[src/rtl/spi_lcd_fill_if.sv]
// Byte stream from the fill engine into the SPI LCD module's input FIFO.
//   dc   : D/C flag of the presented byte (0 = command, 1 = data)
//   data : presented byte
//   put  : write strobe; a byte is taken in every cycle put is high
//   full : FIFO full, combinational from the FIFO
interface spi_lcd_fill_if;
    logic       dc;
    logic [7:0] data;
    logic       put;
    logic       full;

    modport master (output dc, output data, output put, input full);
    modport slave  (input dc, input data, input put, output full);
endinterface

[src/rtl/spi_lcd_fill.sv]
// Rectangle fill engine: on start, streams a MIPI-DCS CASET/RASET window,
// RAMWR, then width*height RGB565 pixels (MSB first) into the LCD FIFO.
//   clock   : system clock, rising edge
//   reset_n : asynchronous active-low reset
//   start   : fill request, sampled only in IDLE
//   x0,x1   : first/last column (inclusive), latched on accepted start
//   y0,y1   : first/last row (inclusive), latched on accepted start
//   color   : RGB565 fill colour, latched on accepted start
//   busy    : fill in progress
//   done    : one-cycle pulse at the end of a fill (also for a rejected window)
//   lcd     : dc/data/put/full byte stream to the downstream FIFO
module spi_lcd_fill #(
    parameter int XW = 9
) (
    input  logic                 clock,
    input  logic                 reset_n,
    input  logic                 start,
    input  logic [XW-1:0]        x0,
    input  logic [XW-1:0]        x1,
    input  logic [XW-1:0]        y0,
    input  logic [XW-1:0]        y1,
    input  logic [15:0]          color,
    output logic                 busy,
    output logic                 done,
    spi_lcd_fill_if.master       lcd
);

    localparam logic [2:0] S_IDLE = 3'd0;
    localparam logic [2:0] S_HDR  = 3'd1;
    localparam logic [2:0] S_PHI  = 3'd2;
    localparam logic [2:0] S_PLO  = 3'd3;
    localparam logic [2:0] S_FIN  = 3'd4;

    localparam logic [3:0] HDR_LAST = 4'd10;

    logic [2:0]    state;
    logic          busy_q;
    logic [3:0]    hidx;
    logic [XW-1:0] col;
    logic [XW-1:0] row;

    logic [XW-1:0] x0_q, x1_q, y0_q, y1_q;
    logic [15:0]   color_q;

    logic [XW-1:0] w_m1;
    logic [XW-1:0] h_m1;
    logic          emitting;
    logic          put_w;
    logic          dc_w;
    logic [7:0]    data_w;

    // Coordinates go out as 16-bit big-endian words.
    function automatic logic [15:0] ext16(input logic [XW-1:0] v);
        logic [15:0] r;
        r = '0;
        r[XW-1:0] = v;
        return r;
    endfunction

    // Header byte at index idx as {dc, data}.
    function automatic logic [8:0] hdr_byte(
        input logic [3:0]  idx,
        input logic [15:0] xa,
        input logic [15:0] xb,
        input logic [15:0] ya,
        input logic [15:0] yb
    );
        logic [8:0] b;
        case (idx)
            4'd0:    b = {1'b0, 8'h2A};
            4'd1:    b = {1'b1, xa[15:8]};
            4'd2:    b = {1'b1, xa[7:0]};
            4'd3:    b = {1'b1, xb[15:8]};
            4'd4:    b = {1'b1, xb[7:0]};
            4'd5:    b = {1'b0, 8'h2B};
            4'd6:    b = {1'b1, ya[15:8]};
            4'd7:    b = {1'b1, ya[7:0]};
            4'd8:    b = {1'b1, yb[15:8]};
            4'd9:    b = {1'b1, yb[7:0]};
            default: b = {1'b0, 8'h2C};
        endcase
        return b;
    endfunction

    // Differences are safe: the window is only accepted when x1>=x0, y1>=y0.
    assign w_m1 = x1_q - x0_q;
    assign h_m1 = y1_q - y0_q;

    assign emitting = (state == S_HDR) || (state == S_PHI) || (state == S_PLO);
    assign put_w    = emitting & ~lcd.full;

    // Presented byte depends only on registered state, so it holds while full stalls.
    always_comb begin
        dc_w   = 1'b0;
        data_w = 8'h00;
        case (state)
            S_HDR: {dc_w, data_w} = hdr_byte(hidx, ext16(x0_q), ext16(x1_q),
                                             ext16(y0_q), ext16(y1_q));
            S_PHI: {dc_w, data_w} = {1'b1, color_q[15:8]};
            S_PLO: {dc_w, data_w} = {1'b1, color_q[7:0]};
            default: ;
        endcase
    end

    assign lcd.put  = put_w;
    assign lcd.dc   = dc_w;
    assign lcd.data = data_w;
    assign busy     = busy_q;
    assign done     = (state == S_FIN);

    // Window and colour are pure data; only the control path is reset.
    always_ff @(posedge clock) begin
        if (state == S_IDLE && start) begin
            x0_q    <= x0;
            x1_q    <= x1;
            y0_q    <= y0;
            y1_q    <= y1;
            color_q <= color;
        end
    end

    always_ff @(posedge clock or negedge reset_n) begin
        if (!reset_n) begin
            state  <= S_IDLE;
            busy_q <= 1'b0;
            hidx   <= '0;
            col    <= '0;
            row    <= '0;
        end else begin
            case (state)
                S_IDLE: begin
                    if (start) begin
                        busy_q <= 1'b1;
                        hidx   <= '0;
                        col    <= '0;
                        row    <= '0;
                        if (x1 < x0 || y1 < y0)
                            state <= S_FIN;
                        else
                            state <= S_HDR;
                    end
                end
                S_HDR: begin
                    if (put_w) begin
                        if (hidx == HDR_LAST) begin
                            state <= S_PHI;
                            col   <= '0;
                            row   <= '0;
                        end else begin
                            hidx <= hidx + 4'd1;
                        end
                    end
                end
                S_PHI: begin
                    if (put_w)
                        state <= S_PLO;
                end
                S_PLO: begin
                    if (put_w) begin
                        if (col == w_m1) begin
                            col <= '0;
                            if (row == h_m1) begin
                                // busy drops together with the done cycle.
                                state  <= S_FIN;
                                busy_q <= 1'b0;
                            end else begin
                                row   <= row + 1'b1;
                                state <= S_PHI;
                            end
                        end else begin
                            col   <= col + 1'b1;
                            state <= S_PHI;
                        end
                    end
                end
                S_FIN: begin
                    state  <= S_IDLE;
                    busy_q <= 1'b0;
                end
                default: begin
                    state  <= S_IDLE;
                    busy_q <= 1'b0;
                end
            endcase
        end
    end

endmodule

[src/flat_wrapper.sv]
// flat-port wrapper written by rule: the top's interface ports become plain ports
module spi_lcd_fill_flat 
#(
    parameter int XW = 9
)
  (clock, reset_n, start, x0, x1, y0, y1, color, busy, done, lcd_dc, lcd_data, lcd_put, lcd_full);
  spi_lcd_fill_if lcd_i ();
  input  logic clock;
  input  logic reset_n;
  input  logic start;
  input  logic [XW-1:0] x0;
  input  logic [XW-1:0] x1;
  input  logic [XW-1:0] y0;
  input  logic [XW-1:0] y1;
  input  logic [15:0] color;
  output logic busy;
  output logic done;
  output wire logic [$bits(lcd_i.dc)-1:0] lcd_dc;
  output wire logic [$bits(lcd_i.data)-1:0] lcd_data;
  output wire logic [$bits(lcd_i.put)-1:0] lcd_put;
  input wire logic [$bits(lcd_i.full)-1:0] lcd_full;
  assign lcd_dc = lcd_i.dc;
  assign lcd_data = lcd_i.data;
  assign lcd_put = lcd_i.put;
  assign lcd_i.full = lcd_full;
  spi_lcd_fill #(.XW(XW)) u_core (.clock(clock), .reset_n(reset_n), .start(start), .x0(x0), .x1(x1), .y0(y0), .y1(y1), .color(color), .busy(busy), .done(done), .lcd(lcd_i));
endmodule
[config.mk]
export PLATFORM = sky130hd
export DESIGN_NAME = spi_lcd_fill_flat
export DESIGN_NICKNAME = d
export VERILOG_FILES = /design/src/rtl/spi_lcd_fill_if.sv /design/src/rtl/spi_lcd_fill.sv /design/src/flat_wrapper.sv
export SDC_FILE = /design/constraint.sdc
export NUM_CORES = 1
export LEC_CHECK = 0
export ABC_CLOCK_PERIOD_IN_PS = 4600
export CORE_ASPECT_RATIO = 0.5
export CORE_MARGIN = 1
export CORE_UTILIZATION = 30
export CTS_BUF_LIST = sky130_fd_sc_hd__clkbuf_4 sky130_fd_sc_hd__clkbuf_8 sky130_fd_sc_hd__clkbuf_16
export DETAILED_ROUTE_END_ITERATION = 12
export SETUP_SLACK_MARGIN = 0.3
export SLEW_MARGIN = 20
export SYNTH_ARGS = -nofsm -noshare
export SYNTH_HDL_FRONTEND = slang
export SYNTH_SLANG_ARGS = --single-unit
[constraint.sdc]
create_clock -name clock -period 4.6 [get_ports clock]
set_input_delay 0.92 -clock clock [delete_from_list [all_inputs] [get_ports clock]]
set_output_delay 0.92 -clock clock [all_outputs]
set_load 0.02 [all_outputs]
==> Word-level counts from Yosys, hierarchy flattened <==
Index checks and enable logic that the tools add are counted.
{ "classes": {"add_sub_neg": 5, "magnitude_cmp": 2, "n_eq_ne": 25, "mux": 31, "n_bitwise": 3, "reduce_logical": 15} }
{ "op_table": {"columns": ["op", "n"], "rows": [
  ["9-bit one-hot mux with 10 select lines", 1],
  ["9-bit two-way mux", 8],
  ["9-bit one-hot mux with 3 select lines", 2],
  ["3-bit two-way mux", 8],
  ["8-bit one-hot mux with 3 select lines", 1],
  ["9-bit by 1-bit adder with 9-bit output, second input constant", 2],
  ["9-bit equality test", 2],
  ["9-bit less-than comparator", 2],
  ["2-bit != test, second input constant", 9],
  ["9-bit subtractor", 2],
  ["4-bit by 3-bit equality test with 1-bit output, second input constant", 4],
  ["5-bit AND reduction", 3],
  ["4-bit equality test, second input constant", 3],
  ["4-bit two-way mux", 3],
  ["3-bit one-hot mux with 4 select lines", 1],
  ["4-bit by 2-bit equality test with 1-bit output, second input constant", 2],
  ["4-bit one-hot mux with 2 select lines", 1],
  ["7-bit AND reduction", 1],
  ["3-bit by 2-bit equality test with 1-bit output, second input constant", 2],
  ["4-bit by 1-bit adder with 4-bit output, second input constant", 1],
  ["4-bit by 1-bit equality test with 1-bit output, second input constant", 1],
  ["4-bit logical NOT", 1],
  ["1-bit two-way mux", 4],
  ["4-bit AND reduction", 1],
  ["other kinds (12)", 16]
]} }
{ "word_totals": {"regBits": 78, "in_bits": 56, "word_cells": 91} }

==> Longest topological paths before layout <==
Gate-level depths: netlist of the first run.
{ "logic_depth": {"depth_word": 6, "ltp_mapped": 11, "ltp_nobuf": 11} }

==> Worst setup path after synthesis of the first run <==
No wires, ideal clock.
{ "synth_timing": {"path_type": "in2reg", "start": "input start", "end": "register u_core.hidx[3]", "setup_time_ns": 0.245, "arrival_time_ns": 4.043, "setup_slack_ns": 0.313, "cell_stages": 6, "n_path_buf": 0, "cell_sequence": "nand2_1 nor2_1 o22a_1 nand4_1 xor2_1 nor2_1"} }
{ "synth_between": {"elab_chain_cells": 2} }
{ "synth_rtl": {"columns": ["element", "line", "source"], "rows": [
  ["start: declaration", "flat_wrapper.sv:10", "input logic start;"],
  ["2-bit != test (no line)", null, null],
  ["4-bit AND reduction (no line)", null, null],
  ["end signal: assignment", "spi_lcd_fill.sv:150", "hidx <= hidx + 4'd1;"],
  ["end: declaration", "spi_lcd_fill.sv:38", "logic [3:0] hidx;"]
]} }
No other way between the ends.
A chain may end at the register's enable or synchronous reset.

==> Worst setup path in the final report of the first run <==
{ "layout_timing": {"start": "register u_core.hidx[2]", "end": "output lcd_data[5]"} }
{ "layout_between": {"elab_chain_cells": 3, "word_cells_on_any_way": 12, "cone_classes": "eq/ne: 9; mux: 2; reduce/logical: 1"} }
{ "layout_rtl": {"columns": ["element", "line", "source"], "rows": [
  ["4-bit equality test (tied with other cells)", "spi_lcd_fill.sv:69", "case (idx)"],
  ["9-bit one-hot mux with 10 select lines *", "spi_lcd_fill.sv:69", null],
  ["8-bit one-hot mux with 3 select lines *", "spi_lcd_fill.sv:96", "case (state)"],
  ["end: declaration", "flat_wrapper.sv:19", "output wire logic [$bits(lcd_i.data)-1:0] lcd_data;"]
]} }
Every way passes the cells marked *; elsewhere a longest branch is shown, timed or not.

==> summary.txt, run 1 <==
STA
  • Total count of max-transition violations in the final report: 0
  • Max frequency: 250.1 MHz
  • Clock tree skew after final layout: roughly 0.0075 ns
  • Shortest period the worst path allows: 3.999 ns
  • Total negative setup slack: 0 ns
  • Count of final hold-check violations: 0
  • Final hold slack: between 0.5 and 0.6 ns
  • Setup-violating endpoint count in the final report: 0
  • Unrepaired setup endpoints after global routing: no
  • Max_slew headroom: between 50% and 60%
  • Period utilization: 86.93%
  • Slew at the pin closest to its max-slew limit: 0.7368 ns

Drt
  • Remaining number of nets flagged by the antenna check after routing: 0
  • Total wire length after detailed routing: 13360 um
  • Routed via count divided by cell count: ~5.1
  • Detailed router's first-iteration violation count: 345
  • Routed len/inst: 16.64 um
  • DR vias: 4089
  • First-pass DRT Iterations: 5
  • Count of unresolved DRC violations after routing: 0

Yosys
  • Total of warnings raised by yosys: 0
  • Mean area per synthesized cell: roughly 10 um^2
  • Cell types with the highest counts after synthesis: 52 x edfxtp_1, 48 x inv_1, 38 x ha_1
  • Most used standard cell by instance count after synthesis: edfxtp_1
  • Number of different library cells in the post-synthesis netlist: 67
  • Share of synthesized flip-flops with an asynchronous set or reset: 33.33%
  • Fraction of synthesized cell area taken by the top area cell type: between 30% and 40%
  • Sequential-to-total area share from yosys stat: a little over two fifths
  • Count of state elements after synthesis: between 70 and 80
  • Largest area contributor in the synthesized netlist: edfxtp_1
  • Nets in the synthesized netlist: roughly 600
  • Number of flops mapped to enable cells by yosys: 52
  • Netlist Area Pre-Place: roughly 5100 um^2
  • Area contributors post-synth: edfxtp_1 31%, dfrtp_1 13%, ha_1 9.4%, inv_1 3.6%, a21oi_1 3.4%
  • Synth Flop Type: edfxtp_1
  • Number of cells produced by synthesis: around 510

Final layout
  • Synth-to-layout area growth: 24.48%
  • Share of final-layout standard cells stronger than drive strength 1: between 6 and 7%
  • Final net count: approximately 670
  • Number of inserted filler cells in the final layout: approximately 1600
  • Diode insertion count for antenna repair: 0
  • Non-filler cells, final: 803
  • Final instance area: approximately 6300 um^2

Setup path
  • Crit Reg-Reg Startpoint: u_core.x1_q[0]$_DFFE_PP_
  • Critical path capture point type: output port
  • Data required time of the critical path: 3.68 ns
  • Worst setup path startpoint: u_core.hidx[2]$_DFFE_PN0P_
  • Last element of the critical path: lcd_data[5]
  • Cell count of the worst reg-to-reg path: 11
  • Critical Setup Path Class: register to output port
  • R2R setup slack: approximately 1.5 ns
  • Startpoint class of the critical path: register
  • Endpoint of the most critical register-to-register path: u_core.row[3]$_DFFE_PN0P_
  • Top fanout value on the critical path: 10
  • Crit path DAT: slightly above 3 ns

Clock tree
  • Number of buffers inserted during clock tree synthesis: 9
  • Clock tree from TritonCTS: done
  • Clock Root Buffer: clkbuf_16
  • Post-CTS setup-driven buffer insertion count: 0
  • Clock slew at reported path FFs: approximately 0.06 ns
  • Count of instances resized after the clock tree is built: 0
  • Clk Latency, worst-skew pair: around 0.33 ns
  • H-tree depth reported by CTS: 3
  • Deepest clock path buffer count: 2
  • Number of clock sinks: 78
  • Hold buffer count at CTS: 0

Floorplan
  • Floorplan Core Area: about 16000 um^2
  • Die extent in y: around 94 um
  • Top-Level Pins: 68
  • Horiz. Die Dim: 185.9 um
  • Total die area: about 17000 um^2
  • Starting density of the core: 30.86%
  • Rows: 33

Global route
  • Global route overflow: 0
  • Wire length of the first global-routing pass: 21200 um
  • GRT Total Usage: around 16%
  • Maximum number of pins on one net before global-route repair: 53
  • Initial antenna violation count: 0
  • Via count of the first global-routing pass: about 3800

Pwr
  • Max IR drop VDD: between 0.15 and 0.2 mV
  • Power per Cell Area: 464.3 nW/um^2
  • Standby leakage power: roughly 2.5 nW

Place
  • Placed cell count: between 700 and 800
  • Total half-perimeter wirelength after legalization and detailed placement: 10390 um
  • Port-buffer cells: between 60 and 70
  • Placed cell areas: roughly 6000 um^2
  • Global placer's final weighted congestion: 0.8954

Min path
  • Min-Delay Path Class: register to register

Run status
  • Outcome: finished, final reports clean

Flow run
  • Maximum capacitance violations: 0
[worst min path at each step]
| stage | start | to | depth (start not counted) |
|---|---|---|---|
| 2_1_floorplan | u_core.col[2]$_DFFE_PN0P_ | u_core.col[2]$_DFFE_PN0P_ | 1 |
| 3_3_place_gp | u_core.col[1]$_DFFE_PN0P_ | u_core.col[1]$_DFFE_PN0P_ | 2 |
| 3_5_place_dp | u_core.col[1]$_DFFE_PN0P_ | u_core.col[1]$_DFFE_PN0P_ | 2 |
| 4_1_cts | u_core.col[1]$_DFFE_PN0P_ | u_core.col[1]$_DFFE_PN0P_ | 2 |
| 5_1_grt | u_core.col[1]$_DFFE_PN0P_ | u_core.col[1]$_DFFE_PN0P_ | 2 |
| 6_report | u_core.col[2]$_DFFE_PN0P_ | u_core.col[2]$_DFFE_PN0P_ | 1 |
[critical path: stages (launching register included)]
cell	delay (ns)
dfrtp_1	0.57
clkinv_1	0.32
nor2_1	0.40
and2_1	0.25
a22oi_1	0.07
o21ai_0	0.09
or3_1	0.14
o211ai_1	0.10
a21oi_1	0.17
clkdlybuf4s50_1	0.63
[layout make-up]
class	instances	area, um^2	area share, %
clock buffer	9	225.2	3.568
clock inverter	7	95.09	1.506
inverter	49	183.9	2.914
multi-input combinational	363	2619	41.49
sequential	78	2212	35.04
tap	227	284.0	4.500
timing repair buffer	70	693.2	10.98
[flip-flops by register name (all words and copies together) (netlist names)]
register        flops
u_core.busy         1
u_core.color_q     16
u_core.state        3
u_core.x1_q         9
u_core.y1_q         9
u_core.y0_q         9
u_core.hidx         4
u_core.row          9
u_core.x0_q         9
u_core.col          9
[per-stage QoR]
step / total power [mW] / setup slack (ns) / util [%]
after detailed placement: 2.158 / 0.8418 / 36.44
after floorplan: 1.778 / 0.3129 / -
after CTS: 2.939 / 0.4630 / 38.39
final: 2.931 / 0.6013 / 38.41
after global routing: 3.112 / 0.3166 / 38.41
after global placement: 2.140 / 0.9247 / 36.44
[where the power goes]
part	switching, mW	total [mW]	internal, mW
logic	0.645	1.14	0.492
clock network	0.298	0.775	0.477
registers	0.153	1.02	0.865
[logic make-up after synthesis]
group	count (synthesis)	share of synthesized area, %
multiplexers	9	1.875
adder cells (fa/ha/maj)	40	10.17
AO/OA/AOI/OAI	140	18.43
AND/OR/NAND/NOR	147	16.01
XOR/XNOR	27	4.935
buffers and inverters	66	4.959
flip-flops	78	43.62
[layout by cell type (no fill, tap or decap), drive strengths merged, types with 4 or more instances in the layout]
cell type and count:
a22o 4, and2 4, nand3 20, clkbuf 9
nor2 29, inv 50, ha 38, nand2 31
nor3 14, nand3b 4, xor2 8, edfxtp 52
nand4 7, a31oi 5, o21ai 29, a21o 7
dfrtp 26, a21oi 34, or3 8, xnor2 18
a211oi 5, nand2b 5, a22oi 5, mux2i 8
o21a 7, o22ai 11, and3 9, clkdlybuf4s50 67
nor4 4
[layer usage]
layer	global-route usage, %	share of wire (%)
met5	0	0
met4	3.074	0.62
met1	24.87	54
met3	3.101	3.9
met2	22.67	41
Power figures use the tool's default switching activity.
==> run 2, diff against run 1 <==
--- a/config.mk
+++ b/config.mk
@@ -5,11 +5,13 @@
 export SDC_FILE = /design/constraint.sdc
 export NUM_CORES = 1
 export LEC_CHECK = 0
+export ABC_AREA = 1
 export ABC_CLOCK_PERIOD_IN_PS = 4600
 export CORE_ASPECT_RATIO = 0.5
 export CORE_MARGIN = 1
 export CORE_UTILIZATION = 30
 export CTS_BUF_LIST = sky130_fd_sc_hd__clkbuf_4 sky130_fd_sc_hd__clkbuf_8 sky130_fd_sc_hd__clkbuf_16
+export CTS_CLUSTER_SIZE = 20
 export DETAILED_ROUTE_END_ITERATION = 12
 export SETUP_SLACK_MARGIN = 0.3
 export SLEW_MARGIN = 20
==> run 2 against run 1 <==
  * Die area grew 1.4%
  * Clock skew grew 0.0012 ns
  * Area after synthesis up 1.4%
  * Clock power fell by 12%
  * Routed wire length fell by 1.2%
  * Critical path type unchanged
  * Highest routed layer unchanged
==> summary.txt, run 2 <==
Setup path
  • Critical Setup Path Class: register to output port
  • Top fanout value on the critical path: 7 (-3)
  • Crit Reg-Reg Startpoint: u_core.x0_q[0]$_DFFE_PP_
  • Critical path's slowest cell: clkdlybuf4s50_1
  • Critical path capture point type: output port
  • Crit path DAT: 2.69 ns (-0.39 ns)
  • R2R setup slack: 1.90 ns (+0.44 ns)
  • Crit path largest cell delay: 0.62 ns (about the same)
  • Startpoint class of the critical path: register
  • Kind of cell adding the most delay to the critical path: buffers and inverters
  • Most Frequent Cell on Critical Path: inv_1
  • Data required time of the critical path: 3.68 ns (about the same)
  • Endpoint of the most critical register-to-register path: u_core.row[0]$_DFFE_PN0P_
  • Cell count of the worst reg-to-reg path: 14 (+3)
  • Buffer and inverter count on the worst path: 3 (+1)
  • Cell-by-cell listing of the critical path: inv_1, ha_1, nand3_1, inv_1, nor3_1, nand4_1, nor2_1, o21ai_0, nand2_1, clkdlybuf4s50_1

Yosys
  • Share of synthesized flip-flops with an asynchronous set or reset: 33.33% (unchanged)
  • Count of state elements after synthesis: 78 (unchanged)
  • Synth Flop Type: edfxtp_1
  • Cell types with the highest counts after synthesis: 173 x nand2_1, 103 x inv_1, 52 x edfxtp_1
  • Number of flops mapped to enable cells by yosys: 52 (unchanged)
  • Area contributors post-synth: edfxtp_1 30%, dfrtp_1 13%, nand2_1 13%, ha_1 9.2%, inv_1 7.5%
  • Nets in the synthesized netlist: 725 (+20%)
  • Total of warnings raised by yosys: 0 (unchanged)
  • Most used standard cell by instance count after synthesis: nand2_1
  • Netlist Area Pre-Place: 5144 um^2 (+1.4%)
  • Number of cells produced by synthesis: 629 (+24%)
  • Largest area contributor in the synthesized netlist: edfxtp_1
  • Number of different library cells in the post-synthesis netlist: 40 (-40%)
  • Mean area per synthesized cell: 8.178 um^2 (-18%)
  • Fraction of synthesized cell area taken by the top area cell type: 30.36% (-0.43 points)
  • Sequential-to-total area share from yosys stat: 43.01% (-0.62 points)

Clock tree
  • Post-CTS setup-driven buffer insertion count: 0 (unchanged)
  • Number of buffers inserted during clock tree synthesis: 9 (unchanged)
  • Number of clock sinks: 78 (unchanged)
  • H-tree depth reported by CTS: 3 (unchanged)
  • Clock tree from TritonCTS: done
  • Clk Latency, worst-skew pair: 0.34 ns (about the same)
  • Hold buffer count at CTS: 0 (unchanged)
  • Clock slew at reported path FFs: 0.06 ns (about the same)
  • Deepest clock path buffer count: 2 (unchanged)
  • Count of instances resized after the clock tree is built: 0 (unchanged)
  • Clock Root Buffer: clkbuf_16

Pwr
  • Max IR drop VDD: 0.2241 mV (+45%)
  • Standby leakage power: 2.971 nW (+18%)
  • Power per Cell Area: 451.7 nW/um^2 (-2.7%)

Final layout
  • Number of inserted filler cells in the final layout: 1666 (+1.8%)
  • Final instance area: 6371 um^2 (+0.93%)
  • Share of final-layout standard cells stronger than drive strength 1: 5.360% (-0.89 points)
  • Diode insertion count for antenna repair: 0 (unchanged)
  • Synth-to-layout area growth: 23.86%
  • Non-filler cells, final: 936 (+17%)
  • Commonest cells after routing, fill and taps aside: 173 x nand2_1, 103 x inv_1, 67 x clkdlybuf4s50_1
  • Register name with the most flops: u_core.color_q
  • Final net count: 800 (+20%)
  • Flip-flop count of the largest register after layout: 16 (unchanged)
  • Core Util, Final: 38.48% (+0.068 points)
  • Commonest non-fill, non-tap cell in the layout: nand2_1

Drt
  • First-pass DRT Iterations: 5 (unchanged)
  • Routed via count divided by cell count: 4.646 (-8.8%)
  • Total wire length after detailed routing: 13210 um (-1.2%)
  • Count of unresolved DRC violations after routing: 0 (unchanged)
  • Routed len/inst: 14.11 um (-15%)
  • Detailed router's first-iteration violation count: 313 (-9.3%)
  • DR vias: 4349 (+6.4%)
  • Remaining number of nets flagged by the antenna check after routing: 0 (unchanged)

STA
  • Slew at the pin closest to its max-slew limit: 1.047 ns (+0.3106 ns)
  • Shortest period the worst path allows: 3.613 ns (-0.3855 ns)
  • Total count of max-transition violations in the final report: 0 (unchanged)
  • Setup-violating endpoint count in the final report: 0 (unchanged)
  • Max_slew headroom: 29.92% (-21 points)
  • Max frequency: 276.8 MHz (+11%)
  • Clock tree skew after final layout: 0.008620 ns (+0.001151 ns)
  • Period utilization: 78.55% (-8.4 points)
  • Total negative setup slack: 0 ns (unchanged)
  • Count of final hold-check violations: 0 (unchanged)
  • Final hold slack: 0.4928 ns (-0.06120 ns)
  • Unrepaired setup endpoints after global routing: no

Min path
  • Startpoint of the lowest-slack hold path: u_core.busy$_DFFE_PN0P_
  • Worst Hold Depth: 2 (+1)
  • WHS Endpoint: u_core.busy$_DFFE_PN0P_
  • Min-Delay Path Class: register to register

Place
  • Global placer's final weighted congestion: 0.8793 (-1.8%)
  • Port-buffer cells: 67 (unchanged)
  • Placed cell areas: 6088 um^2 (+1.7%)
  • Placed cell count: 920 (+17%)
  • Total half-perimeter wirelength after legalization and detailed placement: 10420 um (+0.31%)

Global route
  • Initial antenna violation count: 0 (unchanged)
  • Via count of the first global-routing pass: 4200 (+10%)
  • Global route overflow: 0 (unchanged)
  • GRT Total Usage: 15.77% (-0.28 points)
  • Maximum number of pins on one net before global-route repair: 56 (+5.7%)
  • Wire length of the first global-routing pass: 21400 um (+0.94%)

Floorplan
  • Top-Level Pins: 68 (unchanged)
  • Total die area: 17710 um^2 (+1.4%)
  • Rows: 33 (unchanged)
  • Starting density of the core: 31.07% (+0.21 points)
  • Horiz. Die Dim: 187.2 um (+0.71%)
  • Floorplan Core Area: 16560 um^2 (+0.75%)
  • Die extent in y: 94.59 um (+0.70%)

Run status
  • Outcome: finished, final reports clean

Flow run
  • Maximum capacitance violations: 0 (unchanged)
==> run 2: changes by cell type in the layout (fill, tap and decap cells not counted), sizes merged, moves of 11 or more <==
cell / change
nand2: +145
inv: +62
nand3: +23
nor2: +21
xnor2: -13
xor2: +12
nand4: +11
==> run 2: stage by stage <==
| step | power [mW] | setup WS (ns) |
|---|---|---|
| floorplan | 1.808 | 1.991 |
| CTS | 2.888 | 1.022 |
| global placement | 2.195 | 1.433 |
| detailed placement | 2.195 | 1.388 |
| finish | 2.878 | 0.9868 |
| global route | 3.082 | 0.7195 |
==> run 2: layout make-up <==
cell class / count / area (um^2) / area share (%)
clock inverters: 7 / 57.56 / 0.9034
inverters: 109 / 409.1 / 6.422
well taps: 227 / 284.0 / 4.458
clock buffers: 9 / 225.2 / 3.535
multi-input cells: 436 / 2490 / 39.08
flip-flops and latches: 78 / 2212 / 34.72
repair buffers: 70 / 693.2 / 10.88
==> run 2: worst max path at each step <==
stage | slack [ns] | to | cells after the start | from
after floorplan | 1.99 | u_core.hidx[2]$_DFFE_PN0P_ | 7 | start
after global placement | 1.43 | lcd_data[2] | 10 | u_core.hidx[0]$_DFFE_PN0P_
after detailed placement | 1.39 | lcd_put | 3 | lcd_full
after CTS | 1.02 | lcd_data[2] | 10 | u_core.hidx[1]$_DFFE_PN0P_
after global routing | 0.72 | lcd_data[2] | 10 | u_core.hidx[1]$_DFFE_PN0P_
final | 0.99 | lcd_data[2] | 10 | u_core.hidx[1]$_DFFE_PN0P_
==> run 2: power breakdown <==
| group | internal, mW | switching (mW) | leakage (nW) |
|---|---|---|---|
| Clock | 0.373 | 0.308 | 0.134 |
| Sequential | 0.908 | 0.0721 | 0.850 |
| Combinational | 0.425 | 0.791 | 1.99 |
==> run 2: cells by family after synthesis <==
family                   Yosys count  synth area share (%)
AO/OA/AOI/OAI                     68                 7.979
XOR/XNOR                          25                 4.257
adder cells (fa/ha/maj)           40                 10.02
buffers and inverters            115                 8.586
flip-flops                        78                 43.01
AND/OR/NAND/NOR                  303                 26.15
==> run 2: metal layers <==
layer / vias up / global-route usage (%) / share of wire (%)
met3: 9 / 5.240 / 9.0
met2: 141 / 22.80 / 39
met5: - / 0 / 0
li1: 2221 / - / -
met4: 0 / 2.937 / 0.85
met1: 1978 / 22.69 / 51
==> run 2: worst min-delay path, cell delays in order (launching register included) <==
cell,delay [ns]
dfrtp_1,0.36
nand2_1,0.06
nand2_1,0.05
==> run 3, diff against run 2 <==
--- a/config.mk
+++ b/config.mk
@@ -6,7 +6,7 @@
 export NUM_CORES = 1
 export LEC_CHECK = 0
 export ABC_AREA = 1
-export ABC_CLOCK_PERIOD_IN_PS = 4600
+export ABC_CLOCK_PERIOD_IN_PS = 3400
 export CORE_ASPECT_RATIO = 0.5
 export CORE_MARGIN = 1
 export CORE_UTILIZATION = 30
==> constraint.sdc (replaced) <==
create_clock -name clock -period 3.4 [get_ports clock]
set_input_delay 0.68 -clock clock [delete_from_list [all_inputs] [get_ports clock]]
set_output_delay 0.68 -clock clock [all_outputs]
set_load 0.02 [all_outputs]
==> run 3 against run 2 <==
  * Sequential power up 36%
  * Final area unchanged
  * Clock skew down 0.0033 ns
  * Flip-flop and latch count unchanged
  * Worst setup slack worse by 0.56 ns
  * First-iteration DRC count down 11%
  * Power up 34%
  * Combinational power up 34%
  * Highest routed layer unchanged
==> summary.txt, run 3 (synthesis gave the netlist of run 2 again) <==
Run status
  • Outcome: finished, final reports clean

Floorplan
  • Rows: 33 (unchanged)
  • Die extent in y: 94.59 um (unchanged)
  • Top-Level Pins: 68 (unchanged)
  • Total die area: 17710 um^2 (unchanged)
  • Floorplan Core Area: 16560 um^2 (unchanged)
  • Starting density of the core: 31.07% (unchanged)
  • Horiz. Die Dim: 187.2 um (unchanged)

Setup path
  • Crit path largest cell delay: 0.41 ns (-0.21 ns)
  • Critical path capture point type: output port
  • Most Frequent Cell on Critical Path: nand2_1
  • Cell-by-cell listing of the critical path: inv_1, ha_1, nand3_1, inv_2, nor3_1, nand4_1, nand2_1, nand2_1, dlygate4sd2_1
  • Crit path DAT: 2.30 ns (-0.39 ns)
  • Data required time of the critical path: 2.72 ns (-0.96 ns)
  • Top fanout value on the critical path: 7 (unchanged)
  • Startpoint class of the critical path: register
  • Critical Setup Path Class: register to output port
  • Critical path's slowest cell: dfrtp_1

Drt
  • Count of unresolved DRC violations after routing: 0 (unchanged)
  • First-pass DRT Iterations: 5 (unchanged)
  • Routed via count divided by cell count: 4.666 (+0.43%)
  • Total wire length after detailed routing: 13350 um (+1.1%)
  • Detailed router's first-iteration violation count: 278 (-11%)
  • Routed len/inst: 14.23 um (+0.85%)
  • DR vias: 4377 (+0.64%)
  • Remaining number of nets flagged by the antenna check after routing: 0 (unchanged)

Final layout
  • Diode insertion count for antenna repair: 0 (unchanged)
  • Final net count: 802 (+0.25%)
  • Flip-flop count of the largest register after layout: 16 (unchanged)
  • Commonest cells after routing, fill and taps aside: 173 x nand2_1, 101 x inv_1, 58 x clkdlybuf4s50_1
  • Final instance area: 6371 um^2 (unchanged)
  • Number of inserted filler cells in the final layout: 1678 (+0.72%)
  • Synth-to-layout area growth: 23.86% (unchanged)
  • Commonest non-fill, non-tap cell in the layout: nand2_1
  • Share of final-layout standard cells stronger than drive strength 1: 6.751% (+1.4 points)
  • Register name with the most flops: u_core.color_q

STA
  • Max_slew headroom: 52.31% (+22 points)
  • Total negative setup slack: 0 ns (unchanged)
  • Count of final hold-check violations: 0 (unchanged)
  • Total count of max-transition violations in the final report: 0 (unchanged)
  • Clock tree skew after final layout: 0.005348 ns (-0.003273 ns)
  • Shortest period the worst path allows: slightly below 3 ns
  • Max frequency: around 340 MHz
  • Period utilization: 87.57%
  • Final hold slack: 0.4899 ns (-0.002886 ns)
  • Setup-violating endpoint count in the final report: 0 (unchanged)
  • Slew at the pin closest to its max-slew limit: 0.7154 ns (-0.3320 ns)
  • Unrepaired setup endpoints after global routing: yes

Pwr
  • Internal Dissipation: 2.308 mW (+35%)
  • Power per Cell Area: 604.9 nW/um^2 (+34%)
  • Max IR drop VDD: 0.2323 mV (+3.6%)
  • Standby leakage power: 3.033 nW (+2.1%)
  • Reg power frac: 34.5% (+0.4 points)
  • Part of the total power dissipated in combinational logic: 42.4% (about the same)
  • Post-layout total power: 3.854 mW (+34%)
  • Net Sw Power: 1.546 mW (+32%)
  • Net switching fraction of the power: 40.12% (-0.59 points)
  • Clock power frac: 23.2% (-0.5 points)

Clock tree
  • H-tree depth reported by CTS: 3 (unchanged)
  • Deepest clock path buffer count: 2 (unchanged)
  • Clock slew at reported path FFs: 0.06 ns (about the same)
  • Clock tree from TritonCTS: done
  • Number of buffers inserted during clock tree synthesis: 9 (unchanged)
  • Clk Latency, worst-skew pair: 0.33 ns (about the same)
  • Number of clock sinks: 78 (unchanged)
  • Clock Root Buffer: clkbuf_16

Global route
  • Wire length of the first global-routing pass: 22060 um (+3.1%)
  • Global route overflow: 0 (unchanged)
  • Initial antenna violation count: 0 (unchanged)
  • Maximum number of pins on one net before global-route repair: 56 (unchanged)
  • Via count of the first global-routing pass: 4228 (+0.67%)
  • GRT Total Usage: 16.12% (+0.35 points)

Min path
  • Min-Delay Path Class: register to register

Place
  • Placed cell areas: 6096 um^2 (+0.12%)
  • Total half-perimeter wirelength after legalization and detailed placement: 10660 um (+2.3%)
  • Port-buffer cells: 67 (unchanged)
  • Global placer's final weighted congestion: 0.8540 (-2.9%)

Flow run
  • Maximum capacitance violations: 0 (unchanged)
[run 3: metrics by stage]
step	util [%]	instances	worst slack (ns)
final	38.48	938	0.4227
after global routing	38.48	938	0.2605
after CTS	38.44	937	0.3030
after detailed placement	36.82	921	0.4017
after global placement	36.82	921	0.4232
after floorplan	-	629	0.9682
[run 3: worst paths after layout]
| path | endpoint | start | slack, ns | cells after the start |
|---|---|---|---|---|
| max | lcd_dc | u_core.hidx[0]$_DFFE_PN0P_ | 0.42 | 9 |
| min | u_core.busy$_DFFE_PN0P_ | u_core.busy$_DFFE_PN0P_ | 0.49 | 2 |
| max reg2reg | u_core.row[1]$_DFFE_PN0P_ | u_core.x0_q[0]$_DFFE_PP_ | 0.78 | 14 |
| min reg2reg | u_core.busy$_DFFE_PN0P_ | u_core.busy$_DFFE_PN0P_ | 0.49 | 2 |
| max in group asynchronous | u_core.hidx[1]$_DFFE_PN0P_ | reset_n | 2.40 | 2 |
| min in group asynchronous | u_core.row[4]$_DFFE_PN0P_ | reset_n | 0.73 | 2 |
[run 3: area by class of cell]
| class | instances | area, um^2 | area share [%] |
|---|---|---|---|
| Inverter | 109 | 409.1 | 6.422 |
| Clock inverter | 4 | 25.02 | 0.3928 |
| Timing Repair Buffer | 72 | 693.2 | 10.88 |
| Multi-Input combinational cell | 436 | 2500 | 39.24 |
| Sequential cell | 78 | 2212 | 34.72 |
| Clock buffer | 12 | 247.7 | 3.888 |
| Tap cell | 227 | 284.0 | 4.458 |
[run 3: repair_timing]
item,CTS,global route
setup buffers,0,1
setup endpoints to repair,8,6
resized for setup,10,11
endpoints found under the hold margin,0,0
hold buffers,0,0
pin swaps,0,0
[run 3: power groups by stage]
stage          registers [mW]  logic (mW)  clock network [mW]
2_1_floorplan            1.31        1.13                   0
3_3_place_gp             1.34        1.63                   0
3_5_place_dp             1.35        1.64                   0
4_1_cts                  1.33        1.62               0.914
5_1_grt                  1.34        1.85               0.957
6_report                 1.33        1.63               0.893
[run 3: critical path, delay by kind of cell (launching register included)]
kind | cells | cell delay [ns]
fa+ha+maj | 1 | 0.25
simple gates | 5 | 0.79
buf+inv | 3 | 0.54
flops | 1 | 0.41
[run 3: metal layers]
layer  GRT usage [%]  part of all wire [%]  vias up
met5               0                     0        -
met3           4.422                   7.4       13
met2           23.54                    39      125
met4           3.484                   1.1        0
li1                -                     -     2223
met1           23.43                    52     2016
